<file path="src/rtl/seq_multiplier.sv">
// seq_multiplier: responder side of the load/multiply handshake.
// Captures signed operands on load_data, acknowledges with loading_done,
// then runs a sign-magnitude shift-add multiply while mult_active is high.
// Reports completion with mult_done; product is held for the display path.
// Optional build macro: SEQ_MULT_EARLY_TERM_EN (stop iterating as soon as
// the remaining multiplier bits are all zero; product value is unchanged).
module seq_multiplier #(
   parameter int WIDTH = 8
) (
   input  logic                      clk,
   input  logic                      rst,
   input  logic                      clr,
   input  logic                      load_data,
   input  logic                      mult_active,
   input  logic signed [WIDTH-1:0]   multiplicand,
   input  logic signed [WIDTH-1:0]   multiplier,
   output logic                      loading_done,
   output logic                      mult_done,
   output logic signed [2*WIDTH-1:0] product,
   output logic                      busy
);

   localparam int CW = $clog2(WIDTH + 1);

   typedef enum logic [2:0] {
      IDLE   = 3'd0,
      LOADED = 3'd1,
      ARMED  = 3'd2,
      RUN    = 3'd3,
      FIX    = 3'd4,
      DONE   = 3'd5
   } state_t;

   state_t state, state_next;

   logic [2*WIDTH-1:0] mcand;
   logic [WIDTH-1:0]   mplier;
   logic [2*WIDTH-1:0] acc;
   logic [CW-1:0]      count;
   logic               sign;

   logic capture;
   logic step;
   logic finish;

   // Unsigned magnitude of a two's complement value; the most negative
   // value maps to 2^(WIDTH-1), which still fits in WIDTH unsigned bits.
   function automatic logic [WIDTH-1:0] magnitude(input logic signed [WIDTH-1:0] v);
      logic [WIDTH-1:0] u;
      u = v;
      if (v[WIDTH-1]) u = -u;
      return u;
   endfunction

   // Re-apply the result sign to the unsigned accumulated magnitude.
   function automatic logic signed [2*WIDTH-1:0] apply_sign(input logic [2*WIDTH-1:0] mag,
                                                           input logic neg);
      logic [2*WIDTH-1:0] r;
      r = neg ? -mag : mag;
      return r;
   endfunction

   // State register; rst and clr both force IDLE.
   always_ff @(posedge clk) begin
      if (rst || clr) state <= IDLE;
      else            state <= state_next;
   end

   // Next-state decode plus datapath strobes and the busy flag.
   always_comb begin
      state_next = state;
      capture    = 1'b0;
      step       = 1'b0;
      finish     = 1'b0;
      busy       = 1'b0;
      unique case (state)
         IDLE, DONE: begin
            if (load_data) begin
               capture    = 1'b1;
               state_next = LOADED;
            end
         end
         LOADED: begin
            busy       = 1'b1;
            state_next = ARMED;
         end
         ARMED: begin
            busy = 1'b1;
            if (mult_active) begin
`ifdef SEQ_MULT_EARLY_TERM_EN
               state_next = (mplier == '0) ? FIX : RUN;
`else
               state_next = RUN;
`endif
            end else if (load_data) begin
               capture    = 1'b1;
               state_next = LOADED;
            end
         end
         RUN: begin
            busy = 1'b1;
            if (!mult_active) begin
               state_next = IDLE;
            end else begin
               step = 1'b1;
               if (count == CW'(WIDTH - 1)) state_next = FIX;
`ifdef SEQ_MULT_EARLY_TERM_EN
               else if (mplier[WIDTH-1:1] == '0) state_next = FIX;
`endif
            end
         end
         FIX: begin
            busy = 1'b1;
            if (!mult_active) begin
               state_next = IDLE;
            end else begin
               finish     = 1'b1;
               state_next = DONE;
            end
         end
         default: state_next = IDLE;
      endcase
   end

   // Operand capture, shift-add iteration, sign fix-up and handshake pulses.
   always_ff @(posedge clk) begin
      if (rst || clr) begin
         mcand        <= '0;
         mplier       <= '0;
         acc          <= '0;
         count        <= '0;
         sign         <= 1'b0;
         product      <= '0;
         loading_done <= 1'b0;
         mult_done    <= 1'b0;
      end else begin
         loading_done <= capture;
         mult_done    <= finish;
         if (capture) begin
            mcand  <= {{WIDTH{1'b0}}, magnitude(multiplicand)};
            mplier <= magnitude(multiplier);
            sign   <= multiplicand[WIDTH-1] ^ multiplier[WIDTH-1];
            acc    <= '0;
            count  <= '0;
         end else if (step) begin
            if (mplier[0]) acc <= acc + mcand;
            mcand  <= mcand << 1;
            mplier <= mplier >> 1;
            count  <= count + CW'(1);
         end
         if (finish) product <= apply_sign(acc, sign);
      end
   end

endmodule

</file>
<file path="config.mk">
export PLATFORM = sky130hd
export DESIGN_NAME = seq_multiplier
export DESIGN_NICKNAME = d
export VERILOG_FILES = /design/src/rtl/seq_multiplier.sv
export SDC_FILE = /design/constraint.sdc
export NUM_CORES = 1
export LEC_CHECK = 0
export BUFFER_PORTS_ARGS = -buffer_cell sky130_fd_sc_hd__buf_2
export CAP_MARGIN = 10
export CORE_MARGIN = 1
export CORE_UTILIZATION = 56
export DETAILED_ROUTE_END_ITERATION = 8
export PLACE_DENSITY = 0.76
export SYNTH_ARGS = -nofsm -noshare
export SYNTH_HDL_FRONTEND = slang
export SYNTH_SLANG_ARGS = --single-unit
export TNS_END_PERCENT = 5
</file>
<file path="constraint.sdc">
create_clock -name clk -period 4.33 [get_ports clk]
set_input_delay 0.2165 -clock clk [delete_from_list [all_inputs] [get_ports clk]]
set_output_delay 0.2165 -clock clk [all_outputs]
set_load 0.005 [all_outputs]
</file>
==> impl_metrics.json <==
{
  "synth_top_area_cell": "dfxtp_1",
  "grt_pass1_wl_mm": 15.3,
  "hold_class": "in -> reg",
  "cts_tree": "done",
  "yosysTopAreaCellShare_pct": 33.5,
  "wirelength_mm": 9.00,
  "synth-main-ff-cell": "dfxtp_1",
  "cts_resized": 0,
  "syn2layout_area_growth_pct": 10.6,
  "cts_buffers": 9,
  "leakagePower_nw": 1.71,
  "rsz0062_at_grt": "no",
  "place_hpwl_mm": 6.34,
  "period_share_pct": 59.6,
  "skew_ps": 6.24,
  "slowest_stage": "or4_1",
  "synth_area_um2": 3940,
  "routabilityCongestion": 0.912,
  "worst-path-max-fanout": 29,
  "synth_edf_count": 0,
  "core_um2": 6790,
  "cp.arrival_ps": 2870,
  "gr-total-overflow": 0,
  "whs_ps": 178,
  "portBuffers": 39,
  "cts_buffer_depth": 2,
  "min_period_ps": 2580,
  "grt_pass1_vias": 3317,
  "vias_per_cell": 5.75,
  "outcome": "complete, no violations",
  "setup_viol": 0,
  "syn_nets": 542,
  "rows": 30,
  "route.vias.total": 3580,
  "cts.sinks": 66,
  "die_h_um": 85.9,
  "cts_root_buf": "clkbuf_8",
  "avgSynthCellArea_um2": 7.87,
  "p_per_area_nw_per_um2": 296,
  "max_cap_viol_count": 0,
  "post-route-drc-count": 0,
  "hold_buffers": 0,
  "path_class": "reg -> reg",
  "worst_pin_slew_ps": 1030,
  "die_width_um": 85.9,
  "drtAntennaViolNets": 0,
  "drive_above_1_share_pct": 12.3,
  "hold_viol": 0,
  "grt_start_max_net_pins": 39,
  "start_util_pct": 58.0,
  "synth_cell_types": 56,
  "h-tree-depth": 3,
  "synth_area_leaders": "dfxtp_1, nand2_1, ha_1",
  "io_pins": 40,
  "synthCells": 501,
  "synth_most_common_cell": "nand2_1",
  "insertion_delay_ps": 350,
  "fin_setup_tns_ps": 0,
  "ys_top_cells_by_count": "nand2_1, dfxtp_1, nor2_1, a21oi_1, xnor2_1",
  "post_cts_buffers": 0,
  "critPathLaunchType": "flip-flop",
  "critical-path-top-delay-family": "simple AND/OR/NAND/NOR gates",
  "crit_buf_inv": 1,
  "wl_per_cell_um": 14.4,
  "nets": 563,
  "maxSlewHeadroom_pct": 31.1,
  "end_kind": "flip-flop",
  "clk_pin_slew_ps": 70,
  "synth-warning-count": 0,
  "diodes": 0,
  "dr.pass1.iters": 4,
  "vdd_drop_max_mv": 0.134,
  "max_stage_delay_ps": 700,
  "global_route.usage.total_pct": 26.3,
  "drt_iter0_markers": 216,
  "slew_viol_final": 0,
  "crit_required_ps": 4620,
  "dieArea_um2": 7380,
  "max_freq_ghz": 0.388,
  "worstPathCellList": "and3b_1, o21ai_2, buf_4, nand2_1, or4_1, nand3_1",
  "antenna_found_initial": 0,
  "async_flop_share_pct": 0,
  "ys_ff_latch": 66,
  "seq_area_frac_synth_pct": 33.5
}
-- worst paths after layout --
kind,start,to,slack (ps),cells after the start
setup / recovery,state[1],acc[10],1750,6
hold / removal,multiplicand[0],mcand[0],180,3
setup reg to reg,state[1],acc[10],1750,6
hold reg to reg,product[11],product[11],460,2
-- cells in the final DEF (no fill, tap or decap), types with 6 or more instances in the layout --
cell / Yosys / layout
buf_2: 12 / 39
a21oi_1: 37 / 37
mux2i_1: 11 / 11
o21ai_0: 18 / 18
dfxtp_1: 66 / 66
inv_1: 12 / 12
nor3_1: 6 / 6
xor2_1: 15 / 15
nand4_1: 8 / 8
nand2_1: 91 / 91
clkbuf_8: 0 / 9
a311oi_1: 13 / 13
a211oi_1: 13 / 13
nor2_1: 50 / 50
xnor2_1: 23 / 23
o31ai_1: 6 / 6
ha_1: 19 / 19
nand3_1: 15 / 15
-- worst reg2reg max path: stages (launching register included) --
cell	delay (ps)
dfxtp_1	500
and3b_1	240
o21ai_2	130
buf_4	290
nand2_1	590
or4_1	710
nand3_1	70
-- flip-flops by register name (all words and copies together) (netlist names) --
register      count
sign              1
acc              16
state             3
mcand            16
count             4
loading_done      1
mplier            8
mult_done         1
product          16
-- power by group --
part           internal, mW  switching (mW)  total, mW
sequential            0.614         0.00839      0.622
clock                 0.323           0.257      0.580
combinational        0.0352          0.0526     0.0879
-- stage by stage --
step                      area [um^2]  utilization, %  power (mW)  setup slack [ps]  cells
after global placement           4140            60.9       0.721              1820    607
after detailed placement         4140            60.9       0.723              1770    607
after floorplan                  3940               -       0.695              2240    501
after CTS                        4360            64.1        1.29              1740    623
after global routing             4360            64.1        1.33              1530    623
final                            4360            64.1        1.29              1750    623
-- area by class of cell --
type / instances / area, um^2
Clock buffer: 9 / 124
Clock inverter: 7 / 93.8
Fill cell: 581 / 2440
Inverter: 12 / 45.0
Multi-Input combinational cell: 392 / 2440
Sequential cell: 66 / 1320
Tap cell: 96 / 120
Timing Repair Buffer: 41 / 210
-- metal layers --
| metal | wire length, um | global-route usage (%) |
|---|---|---|
| met1 | 4400 | 34.6 |
| met2 | 4100 | 42.8 |
| met5 | 0 | 0 |
| met4 | 123 | 11.1 |
| met3 | 370 | 4.14 |
-- cells by family (layout without fill, tap and decap cells) --
family                     after synthesis  in the layout  share of synthesized area [%]
DFF                                     66             66                           33.5
AOI/OAI and AO/OA                      117            117                           20.2
xor gates and xnor gates                38             38                           8.44
adders and majority gates               20             20                           6.54
and+or+nand+nor                        206            206                           23.9
muxes                                   11             11                           2.79
buffers and inverters                   43             69                           4.57
(Power assumes the default switching activity.)
